==> src/rtl/controle_pkg.sv <==
// controle_pkg: state encoding and datapath select/operation constants shared by controle and the datapath
package controle_pkg;
    typedef enum logic [2:0] {IDLE, LOAD_X, MUL_AX, MUL_AXX, MUL_BX, ADD_SH, ADD_C, DONE} state_t;
    localparam logic [1:0] SEL_ZERO = 2'b00;
    localparam logic [1:0] SEL_A    = 2'b01;
    localparam logic [1:0] SEL_B    = 2'b10;
    localparam logic [1:0] SEL_C    = 2'b11;
    localparam logic [1:0] M1_CONST = 2'b00;
    localparam logic [1:0] M1_X     = 2'b01;
    localparam logic [1:0] M1_S     = 2'b10;
    localparam logic [1:0] M1_H     = 2'b11;
    localparam logic [1:0] M2_X     = 2'b00;
    localparam logic [1:0] M2_CONST = 2'b01;
    localparam logic [1:0] M2_S     = 2'b10;
    localparam logic [1:0] M2_H     = 2'b11;
    localparam logic       H_ADD    = 1'b0;
    localparam logic       H_MUL    = 1'b1;
endpackage

==> src/rtl/controle.sv <==
// controle: Moore FSM sequencing the datapath through A*X*X + B*X + C, with a completed-operation counter
module controle
    import controle_pkg::*;
#(
    parameter int COUNT_W = 8
) (
    input  logic               ck,
    input  logic               rst,
    input  logic               start,
    output logic               busy,
    output logic               lx,
    output logic [1:0]         m0,
    output logic [1:0]         m1,
    output logic [1:0]         m2,
    output logic               h,
    output logic               ls,
    output logic               lh,
    output logic               done,
    output logic [COUNT_W-1:0] op_count
);
    state_t state_q, state_d;
    logic [COUNT_W-1:0] count_q, count_d;

    always_ff @(posedge ck or posedge rst) begin
        if (rst) begin
            state_q <= IDLE;
            count_q <= '0;
        end else begin
            state_q <= state_d;
            count_q <= count_d;
        end
    end

    always_comb begin
        state_d = state_q;
        count_d = count_q;
        busy    = (state_q != IDLE);
        lx      = 1'b0;
        m0      = SEL_ZERO;
        m1      = M1_CONST;
        m2      = M2_X;
        h       = H_ADD;
        ls      = 1'b0;
        lh      = 1'b0;
        done    = 1'b0;
        case (state_q)
            IDLE:    state_d = start ? LOAD_X : IDLE;
            LOAD_X: begin
                lx      = 1'b1;
                state_d = MUL_AX;
            end
            MUL_AX: begin
                m1      = M1_CONST;
                m0      = SEL_A;
                m2      = M2_X;
                h       = H_MUL;
                lh      = 1'b1;
                state_d = MUL_AXX;
            end
            MUL_AXX: begin
                m1      = M1_H;
                m2      = M2_X;
                h       = H_MUL;
                lh      = 1'b1;
                state_d = MUL_BX;
            end
            MUL_BX: begin
                m1      = M1_CONST;
                m0      = SEL_B;
                m2      = M2_X;
                h       = H_MUL;
                ls      = 1'b1;
                state_d = ADD_SH;
            end
            ADD_SH: begin
                m1      = M1_S;
                m2      = M2_H;
                h       = H_ADD;
                ls      = 1'b1;
                state_d = ADD_C;
            end
            ADD_C: begin
                m1      = M1_S;
                m2      = M2_CONST;
                m0      = SEL_C;
                h       = H_ADD;
                ls      = 1'b1;
                state_d = DONE;
            end
            DONE: begin
                done    = 1'b1;
                count_d = count_q + 1'b1;
                state_d = IDLE;
            end
        endcase
    end

    assign op_count = count_q;
endmodule

==> config.mk <==
export PLATFORM = sky130hd
export DESIGN_NAME = controle
export DESIGN_NICKNAME = d
export VERILOG_FILES = /design/src/rtl/controle_pkg.sv /design/src/rtl/controle.sv
export SDC_FILE = /design/constraint.sdc
export NUM_CORES = 1
export LEC_CHECK = 0
export ABC_AREA = 1
export CORE_ASPECT_RATIO = 1.5
export CORE_MARGIN = 4
export CORE_UTILIZATION = 25
export DETAILED_ROUTE_END_ITERATION = 12
export PLACE_DENSITY_LB_ADDON = 0.05
export SYNTH_ARGS = -nofsm -noshare
export SYNTH_HDL_FRONTEND = slang
export SYNTH_SLANG_ARGS = --single-unit
export TNS_END_PERCENT = 100
==> constraint.sdc <==
create_clock -name ck -period 1.6 [get_ports ck]
set_clock_uncertainty 0.2 [all_clocks]
set_input_delay 0.48 -clock ck [delete_from_list [all_inputs] [get_ports ck]]
set_output_delay 0.48 -clock ck [all_outputs]
set_load 0.02 [all_outputs]
-- Yosys cells after proc, flatten, opt, wreduce, memory -nomap -nowiden
Cells that the tools add are included.
- flip-flop bits (word level): 11
- input bits: 3
- output and inout bits: 20
- add/sub/neg operators: 1
- equality and inequality tests: 7
- muxes and demuxes: 10
- reductions and logical operators: 6
- operator list (operator ; number):
    $pmux W3 S8 ; 1
    $eq A3 B3 Y1 const B ; 4
    $add A8 B1 Y8 const B ; 1
    $pmux W2 S2 ; 2
    $eq A3 B2 Y1 const B ; 2
    $mux W1 ; 6
    $pmux W2 S3 ; 1
    $reduce_or A3 Y1 ; 2
    $reduce_or A2 Y1 ; 2
    $eq A3 B1 Y1 const B ; 1
    $logic_not A3 Y1 ; 1
    $reduce_bool A3 Y1 ; 1

-- Logic depth before layout (Yosys ltp)
Gate-level depths: netlist of run 1.
- word-level depth: 3
- depth in mapped cells: 7

-- Least setup slack after synthesis of run 1
No wires, ideal clock.
- kind: reg2out
- from: reg state_q[0]
- to: out m1[1]
- arrival: 1.025 ns
- required time: 0.920 ns
- slack: -0.105 ns
- stages on the path, launching flop included: 7
- buffers on the path: 0
- cells stage by stage: dfrtp_1 > inv_1 > nor2_1 > inv_1 > nand2_1 > nand2_1 > o21ai_0
- word-level cells in the longest chain between the ends: 3
- RTL lines (what ; RTL line ; source):
    start, declared ; controle.sv:21 ; state_t state_q, state_d;
    start signal, assigned ; controle.sv:29 ; state_q <= state_d;
    $eq A3 B3 Y1 ; controle.sv:46 ; case (state_q)
    $reduce_or A2 Y1 (no line) ; -- ;
    $pmux W2 S2 (*) ; controle.sv:46 ;
    end, declared ; controle.sv:13 ; output logic [1:0] m1,
Every way passes the cells marked *; elsewhere a longest branch is shown, timed or not.

-- Worst setup path in the final report of run 1
- from: reg state_q[1]
- to: out lx
- word-level cells in the longest chain between the ends: 2
- RTL lines (what ; RTL line ; source):
    $eq A3 B1 Y1 ; controle.sv:46 ;
    $mux W1 ; controle.sv:46 ;
    end, declared ; controle.sv:11 ; output logic lx,
Every way passes these cells.

==> summary.txt, run 1 <==
H-tree lvl count = 1
cell count after synthesis = 79
crit-path cells = nor2_1, inv_1, buf_4, nor2_1, buf_4
antenna violations before repair = 0
max-slew violations = 0
Tightest Hold Check Type = in2async
first-pass GRT wire length = 2780 um
fin util = 0.478
die area = 3270 um2
Critical Path Source Type = flop
# IOs = 23
Routed WL = 1640 um
RSZ-0062 raised after global routing = yes
Die Y = 68.1 um
Synth cell types = 15
final period utilization = 1.21
Critical Path Sink Type = output pin
metal3 WL = 82 um
Met1 Wirelength = 619 um
PortBufs = 22
largest net degree at the start of global routing = 12
leakage = 0.000618 uW
cell count after placement = 145
Critical Path RT = 0.92 ns
antenna-violating nets left = 0
worst-margin pin slew = 0.224 ns
CORE AREA = 2260 um2
Slew HR = 0.849
Die Wd = 48.1 um
CP max stage cell = dfrtp_2
total CTS buffers = 3
metal2 WL = 907 um
Power Density = 2030 nW/um2
site row count = 21
syn_nets = 83
DRT iter0 DRCs = 7
Non-Filler Instances = 150
CTS tree = built
Synth area leaders = dfrtp_1 (46%), nand2_1 (14%), inv_1 (9.4%)
Final Worst Setup Slack = -0.336 ns
cell area after synthesis = 602 um2
Avg Inst Size Synth = 7.62 um2
crit path max fanout = 5
Synth area leader = dfrtp_1
R2R depth = 7
critical path class = reg2out
Hold Fails Final Rpt = 0
status = finished, violations left
P&R area growth vs syn = 79.6%
worst reg-to-reg setup slack = 0.10 ns
drt pass-1 iters = 2
total power = 2190 uW
worst r2r dst = op_count[6]$_DFFE_PP0P_
Buf+Inv Stages, Crit Path = 3
r2r startpoint = state_q[2]$_DFF_PP0_
area share of the leading cell type in the synthesized netlist = 0.457
synthesis warning total = 0
max frequency = 0.517 GHz
top routing layer in use = met4
Worst Path Arrival = 1.26 ns
Final GP Congestion = 0.768
vias in the first global route = 661
diode count = 0
Peak VDD IR = 1050 uV
final setup violating endpoints = 12
GRT Util Overall = 0.121
worst-case hold slack = 0.296 ns
Top delay family on crit path = flip-flops
post-DR wirelength/cell = 10.9 um
Bufs on Longest Clock Path = 2
Seq/Total Area, Yosys = 0.457
initial core utilization = 0.266
root buf cell = clkbuf_4
Worst-Skew Late Latency = 0.26 ns
max-cap violations = 0
layout cells sized above 1 = 0.535
failing checks = setup timing
DR vias/cell = 4.29
placed wire-length estimate = 1280 um
Num Clock Sinks = 11
DRC viols = 0
clk slew on worst S/H paths = 0.08 ns
GR Overflow Total = 0
vias = 644
crit-path max cell delay = 0.45 ns
Synth Register Bits = 11
Final Critical Period = 1.94 ns
Layout Nets = 132
-- power by group --
part	internal [uW]	total, uW	switching [uW]
sequential	374	479	105
combinational	726	1520	794
clock	96.3	194	97.8
-- placed cells by master (no fill, tap or decap), drive strengths merged --
master | synthesis | final
buf | 0 | 42
inv | 16 | 16
nand2 | 23 | 23
clkbuf | 0 | 4
o21ai | 1 | 1
xor2 | 4 | 4
dfrtp | 11 | 11
clkdlybuf4s50 | 0 | 2
a21oi | 1 | 1
nor3 | 1 | 1
ha | 1 | 1
nand3 | 7 | 7
nand3b | 2 | 2
nor2 | 12 | 12
-- flip-flops by register name, indices dropped and copies added (netlist names) --
| register | cells |
|---|---|
| state_q | 3 |
| op_count | 8 |
-- how the worst max path moves through the flow --
stage / endpoint / start / depth (start not counted) / slack (ns)
floorplan: m2[1] / state_q[2]$_DFF_PP0_ / 2 / -0.03
global placement: m1[1] / state_q[0]$_DFF_PP0_ / 6 / -0.55
detailed placement: ls / state_q[0]$_DFF_PP0_ / 7 / -0.56
CTS: m1[1] / state_q[0]$_DFF_PP0_ / 7 / -0.35
global route: m1[1] / state_q[0]$_DFF_PP0_ / 7 / -0.42
finish: lx / state_q[1]$_DFF_PP0_ / 5 / -0.34
-- cell type report --
type                    instances  area (um2)
clock buffers                   4        26.3
repair buffers                 44         354
multi-input cells              52         330
well taps                      23        28.8
inverters                      16        62.6
fillers                       241        1180
flip-flops and latches         11         279
-- cell usage after synthesis (all sizes together) --
library cell and count:
xor2 4, nor2 12, nor3 1, o21ai 1, inv 16, ha 1
nand3 7, nand3b 2, dfrtp 11, nand2 23, a21oi 1
-- worst register-to-register path, cell delays in order (launching register included) --
cell,delay [ns]
dfrtp_2,0.49
buf_4,0.16
nand3_4,0.06
buf_4,0.16
nor2_2,0.15
nand3_1,0.08
nand2_1,0.07
inv_1,0.04
-- kinds of logic (layout without fill, tap and decap cells) --
| group | count (synthesis) | in the layout | synth area share |
|---|---|---|---|
| compound gates | 2 | 2 | 0.0166 |
| fa+ha+maj | 1 | 1 | 0.0208 |
| xor+xnor | 4 | 4 | 0.0582 |
| simple gates | 45 | 45 | 0.347 |
| flops | 11 | 11 | 0.457 |
| buf+inv | 16 | 64 | 0.0998 |
-- per-stage QoR --
step	setup TNS [ns]	setup WS (ns)	instance area, um2
after floorplan	-0.0899	-0.0273	623
after global placement	-5.74	-0.552	1030
after detailed placement	-5.71	-0.562	1030
after CTS	-3.36	-0.348	1110
after global routing	-4.13	-0.418	1080
final	-3.18	-0.336	1080
-- repair_timing --
item,4_1_cts,5_1_grt
pin swaps,3,0
buffers inserted,2,0
endpoints found under the hold margin,0,0
gates resized for setup,112,10
hold buffers,0,0
endpoints found under the setup margin,20,19
-- metal layers --
metal,GRT usage,vias up
li1,-,332
met1,0.131,292
met2,0.207,18
met3,0.0316,2
met4,0.0606,0
met5,0,-
(Power assumes the default switching activity.)
==> run 2: changes to the inputs <==
--- a/config.mk
+++ b/config.mk
@@ -6,9 +6,11 @@
 export NUM_CORES = 1
 export LEC_CHECK = 0
 export ABC_AREA = 1
+export CELL_PAD_IN_SITES_DETAIL_PLACEMENT = 1
+export CELL_PAD_IN_SITES_GLOBAL_PLACEMENT = 2
 export CORE_ASPECT_RATIO = 1.5
 export CORE_MARGIN = 4
-export CORE_UTILIZATION = 25
+export CORE_UTILIZATION = 22
 export DETAILED_ROUTE_END_ITERATION = 12
 export PLACE_DENSITY_LB_ADDON = 0.05
 export SYNTH_ARGS = -nofsm -noshare
==> summary.txt, run 2 (synthesized netlist as in run 1, its figures left out) <==
antenna-violating nets left = 0 (unchanged)
root buf cell = clkbuf_8
placed wire-length estimate = 1490 um (+17%)
P_int = 1430 uW (+20%)
PortBufs = 22 (unchanged)
r2r startpoint = state_q[2]$_DFF_PP0_
Hold Fails Final Rpt = 0 (unchanged)
failing checks = setup timing
# IOs = 23 (unchanged)
WHS Endpoint = op_count[7]$_DFFE_PP0P_
Non-Filler Instances = 167 (+11%)
CTS tree = built
DRT iter0 DRCs = 5 (-2)
Critical Path Sink Type = output pin
Num Clock Sinks = 11 (unchanged)
Worst Path Arrival = 1.23 ns (-0.03 ns)
Comb pwr share = 0.704 (+0.011)
Final Worst Setup Slack = -0.307 ns (+0.0285 ns)
largest net degree at the start of global routing = 12 (unchanged)
hold-fix buffers at CTS = 0 (unchanged)
Bufs on Longest Clock Path = 2 (unchanged)
Psw = 1120 uW (+12%)
die area = 3650 um2 (+12%)
cell count after placement = 158 (+9.0%)
RSZ-0062 raised after global routing = yes
critical path class = reg2out
crit path max fanout = 6 (+1)
Final GP Congestion = 0.752 (-2.0%)
placed cell area = 1040 um2 (+0.97%)
R2R depth = 7 (unchanged)
worst-margin pin slew = 0.226 ns (+0.00211 ns)
Final Critical Period = 1.91 ns (-0.0285 ns)
Die Wd = 50.7 um (+5.5%)
total CTS buffers = 3 (unchanged)
Critical Path Source Type = flop
CORE AREA = 2650 um2 (+17%)
worst reg-to-reg setup slack = 0.11 ns (about the same)
Hold Path Origin = op_count[7]$_DFFE_PP0P_
final setup violating endpoints = 12 (unchanged)
layout cells sized above 1 = 0.562 (+0.0261)
Reg power frac = 0.186 (-0.032)
max-cap violations = 0 (unchanged)
Sw Share = 0.438 (-0.0167)
GR Overflow Total = 0 (unchanged)
status = finished, violations left
site row count = 23 (+9.5%)
most frequent cells in the layout = buf_4 (24), nand2_1 (15), buf_6 (12)
first-pass GRT wire length = 3150 um (+13%)
max frequency = 0.524 GHz (+1.5%)
Slew HR = 0.848 (-0.00142)
H-tree lvl count = 1 (unchanged)
DRC viols = 0 (unchanged)
initial core utilization = 0.227 (-0.0390)
fin util = 0.462 (-0.0162)
post-DR wirelength/cell = 11.5 um (+5.9%)
Critical Path RT = 0.92 ns (about the same)
vias = 687 (+6.7%)
max-slew violations = 0 (unchanged)
dpl ws = -0.600 ns (-0.0385 ns)
Peak VDD IR = 1210 uV (+14%)
Routed WL = 1930 um (+18%)
Worst-Skew Late Latency = 0.24 ns (-0.02 ns)
vias in the first global route = 750 (+13%)
DR vias/cell = 4.11 (-4.2%)
diode count = 0 (unchanged)
Tightest Hold Check Type = reg2reg
filler instances = 338 (+40%)
P&R area growth vs syn = 103%
leakage = 0.000666 uW (+7.7%)
fin area = 1220 um2 (+13%)
Layout Nets = 135 (+2.3%)
GRT Util Overall = 0.113 (-0.00817)
antenna violations before repair = 0 (unchanged)
worst r2r dst = op_count[5]$_DFFE_PP0P_
Die Y = 72.1 um (+5.8%)
Hold Path Stages = 2
final period utilization = 1.19 (-0.0178)
setup TNS = -2.97 ns (+0.206 ns)
drt pass-1 iters = 3 (+1)
Power Density = 2080 nW/um2 (+2.7%)
max FFs per register = 8 (unchanged)
clk slew on worst S/H paths = 0.05 ns (-0.03 ns)
leading cell type in the layout, fill and taps excluded = buf_4
part of the power in the clock network = 0.110 (+0.022)
[run 2: cell types whose count changed in the layout (fill, tap and decap cells not counted), moves of 2 or more]
cell             before  now
clkbuf_4              3    0
clkdlybuf4s15_1       0    2
clkbuf_2              0    4
buf_2                 9    0
nand2_4               2    6
clkdlybuf4s15_2       0    2
clkbuf_8              0    3
nor2_1                6    4
nand2_2               5    2
buf_4                22   24
[run 2: worst max path at each step]
stage / endpoint / slack (ns) / startpoint / depth (start not counted)
6_report: m1[1] / -0.31 / state_q[1]$_DFF_PP0_ / 5
5_1_grt: lx / -0.37 / state_q[1]$_DFF_PP0_ / 5
4_1_cts: m2[1] / -0.33 / state_q[1]$_DFF_PP0_ / 5
3_5_place_dp: m1[1] / -0.60 / state_q[0]$_DFF_PP0_ / 7
3_3_place_gp: m1[1] / -0.56 / state_q[1]$_DFF_PP0_ / 6
2_1_floorplan: m2[1] / -0.03 / state_q[2]$_DFF_PP0_ / 2
[run 2: power groups by stage]
stage          Sequential (uW)  Clock [uW]  Combinational [uW]
2_1_floorplan              563           0                 539
3_3_place_gp               451           0                1430
3_5_place_dp               453           0                1430
4_1_cts                    477         296                1510
5_1_grt                    493         306                1950
6_report                   475         280                1790
[run 2: layout make-up]
cell class                      instances  area (um2)  area share
Inverter                               16        72.6      0.0593
Timing Repair Buffer                   47         418       0.342
Multi-Input combinational cell         52         363       0.297
Sequential cell                        11         279       0.228
Tap cell                               37        46.3      0.0378
Clock buffer                            4        45.0      0.0368
[run 2: per-layer routing]
| layer | track usage | part of all wire | vias to the layer above |
|---|---|---|---|
| met5 | 0 | 0 | - |
| met4 | 0.0629 | 0.025 | 0 |
| met1 | 0.108 | 0.34 | 329 |
| li1 | - | - | 336 |
| met2 | 0.224 | 0.59 | 18 |
| met3 | 0.0144 | 0.041 | 4 |
[run 2: critical path, stage by stage, from the launching register on]
cell and delay, ns:
dfrtp_2 0.46, nand2_1 0.14, nand2_2 0.09, nand2_4 0.11, o21ai_4 0.06, buf_6 0.13
[run 2: what timing repair did]
item / in CTS / in global routing
setup endpoints to repair: 20 / 16
resized for setup: 94 / 32
buffers inserted: 2 / 3
gates cloned: 0 / 0
pin swaps: 3 / 3
[run 2: per-stage QoR]
stage / hold WS [ns] / power [uW]
3_5_place_dp: 0.290 / 1880
6_report: 0.297 / 2550
5_1_grt: 0.345 / 2740
4_1_cts: 0.301 / 2280
3_3_place_gp: 0.266 / 1880
2_1_floorplan: 0.132 / 1100
==> run 3: changes to the inputs <==
--- a/config.mk
+++ b/config.mk
@@ -9,10 +9,10 @@
 export CELL_PAD_IN_SITES_DETAIL_PLACEMENT = 1
 export CELL_PAD_IN_SITES_GLOBAL_PLACEMENT = 2
 export CORE_ASPECT_RATIO = 1.5
-export CORE_MARGIN = 4
 export CORE_UTILIZATION = 22
 export DETAILED_ROUTE_END_ITERATION = 12
 export PLACE_DENSITY_LB_ADDON = 0.05
+export SLEW_MARGIN = 0
 export SYNTH_ARGS = -nofsm -noshare
 export SYNTH_HDL_FRONTEND = slang
 export SYNTH_SLANG_ARGS = --single-unit
==> summary.txt, run 3 (synthesized netlist as in run 1, its figures left out) <==
status = finished, violations left
failing checks = setup timing
initial core utilization = 0.238 (+0.0103)
die area = 2950 um2 (-19%)
crit-path max cell delay = 0.42 ns (-0.04 ns)
layout cells sized above 1 = 0.565 (+0.00335)
crit path max fanout = 4 (-2)
Tightest Hold Check Type = in2async
CP max stage cell = dfrtp_1
vias = 674 (-1.9%)
P&R area growth vs syn = 90.4%
vias in the first global route = 698 (-6.9%)
PortBufs = 22 (unchanged)
setup TNS = -3.37 ns (-0.398 ns)
drt pass-1 iters = 4 (+1)
crit-path cells = buf_4, nor2_2, buf_4, nand2_1, buf_2
max-slew violations = 0 (unchanged)
Peak VDD IR = 892 uV (-26%)
GRT Util Overall = 0.139 (+0.0263)
DRC viols = 0 (unchanged)
first-pass GRT wire length = 2970 um (-5.7%)
clk slew on worst S/H paths = 0.08 ns (+0.03 ns)
post-DR wirelength/cell = 10.7 um (-7.0%)
CORE AREA = 2530 um2 (-4.3%)
# IOs = 23 (unchanged)
leakage = 0.000645 uW (-3.2%)
antenna violations before repair = 0 (unchanged)
Critical Path Sink Type = output pin
Die Y = 66.1 um (-8.3%)
max FFs per register = 8 (unchanged)
critical path class = reg2out
worst reg-to-reg setup slack = 0.01 ns (-0.10 ns)
placed wire-length estimate = 1380 um (-6.9%)
Worst Path Arrival = 1.25 ns (+0.02 ns)
GR Overflow Total = 0 (unchanged)
total power = 2310 uW (-9.3%)
R2R depth = 10 (+3)
largest net degree at the start of global routing = 12 (unchanged)
Routed WL = 1790 um (-7.0%)
Critical Path Source Type = flop
total CTS buffers = 3 (unchanged)
Bufs on Longest Clock Path = 2 (unchanged)
max-cap violations = 0 (unchanged)
most frequent cells in the layout = buf_4 (26), nand2_1 (16), buf_6 (11)
Critical Path RT = 0.92 ns (about the same)
CP dominant cell by count = buf_4
Die Wd = 44.7 um (-12%)
Final Worst Setup Slack = -0.334 ns (-0.0269 ns)
Layout Nets = 136 (+0.74%)
RSZ-0062 raised after global routing = yes
DR vias/cell = 4.04 (-1.9%)
DRT iter0 DRCs = 15 (+10)
diode count = 0 (unchanged)
Num Clock Sinks = 11 (unchanged)
max frequency = 0.517 GHz (-1.4%)
worst r2r dst = op_count[5]$_DFFE_PP0P_
Power Density = 2020 nW/um2 (-3.2%)
site row count = 22 (-4.3%)
CTS tree = built
worst-case hold slack = 0.304 ns (+0.00640 ns)
Hold Fails Final Rpt = 0 (unchanged)
root buf cell = clkbuf_4
antenna-violating nets left = 0 (unchanged)
final setup violating endpoints = 12 (unchanged)
dpl ws = -0.567 ns (+0.0329 ns)
final period utilization = 1.21 (+0.0168)
leading cell type in the layout, fill and taps excluded = buf_4
Slew HR = 0.813 (-0.0352)
H-tree lvl count = 1 (unchanged)
Final GP Congestion = 0.715 (-4.9%)
r2r startpoint = state_q[1]$_DFF_PP0_
Worst-Skew Late Latency = 0.27 ns (+0.03 ns)
Final Critical Period = 1.93 ns (+0.0269 ns)
worst-margin pin slew = 0.279 ns (+0.0523 ns)
-- run 3: changes by cell type in the layout (fill, tap and decap cells not counted), moves of 2 or more --
cell,before,now
buf_2,0,9
clkbuf_4,0,3
buf_4,24,26
clkbuf_2,4,0
clkdlybuf4s15_1,2,0
clkbuf_8,3,0
clkdlybuf4s15_2,2,0
nand2_4,6,3
nand2_2,2,4
-- run 3: timing repair --
| item | in CTS | in global routing |
|---|---|---|
| pin swaps | 2 | 4 |
| hold buffers | 0 | 0 |
| resized for setup | 94 | 33 |
| setup buffers | 0 | 5 |
| setup endpoints to repair | 20 | 20 |
-- run 3: how the worst max path moves through the flow --
stage,start,end
floorplan,state_q[2]$_DFF_PP0_,m2[1]
global placement,state_q[0]$_DFF_PP0_,m1[1]
detailed placement,state_q[1]$_DFF_PP0_,m1[1]
CTS,state_q[0]$_DFF_PP0_,m2[1]
global route,state_q[0]$_DFF_PP0_,h
finish,state_q[0]$_DFF_PP0_,busy
-- run 3: metal layers --
layer,wire length (um),share of wire,GRT usage,up-vias
li1,-,-,-,341
met1,673,0.38,0.142,315
met4,27,0.015,0.0795,0
met2,1020,0.57,0.257,16
met5,0,0,0,-
met3,75,0.042,0.0191,2
-- run 3: stage by stage --
step / area [um2] / utilization / cells
4_1_cts: 1100 / 0.435 / 163
5_1_grt: 1150 / 0.453 / 167
3_5_place_dp: 1050 / 0.416 / 159
6_report: 1150 / 0.453 / 167
3_3_place_gp: 1050 / 0.416 / 159
2_1_floorplan: 623 / - / 79
-- run 3: cell type report --
class                           instances  area, um2
Sequential cell                        11        278
Timing Repair Buffer                   48        384
Clock buffer                            4       26.3
Inverter                               16       62.6
Fill cell                             328       1390
Tap cell                               36       45.0
Multi-Input combinational cell         52        350
-- run 3: critical path: cells and delay by family, from the launching register on --
kind / cells / cell delay, ns
and+or+nand+nor: 2 / 0.15
buffers and inverters: 3 / 0.42
DFF: 1 / 0.42
-- run 3: where the power goes --
part	switching, uW	total (uW)	internal, uW
Clock	101	198	96.4
Combinational	859	1640	784
Sequential	99.1	470	371
Total	1060	2310	1250
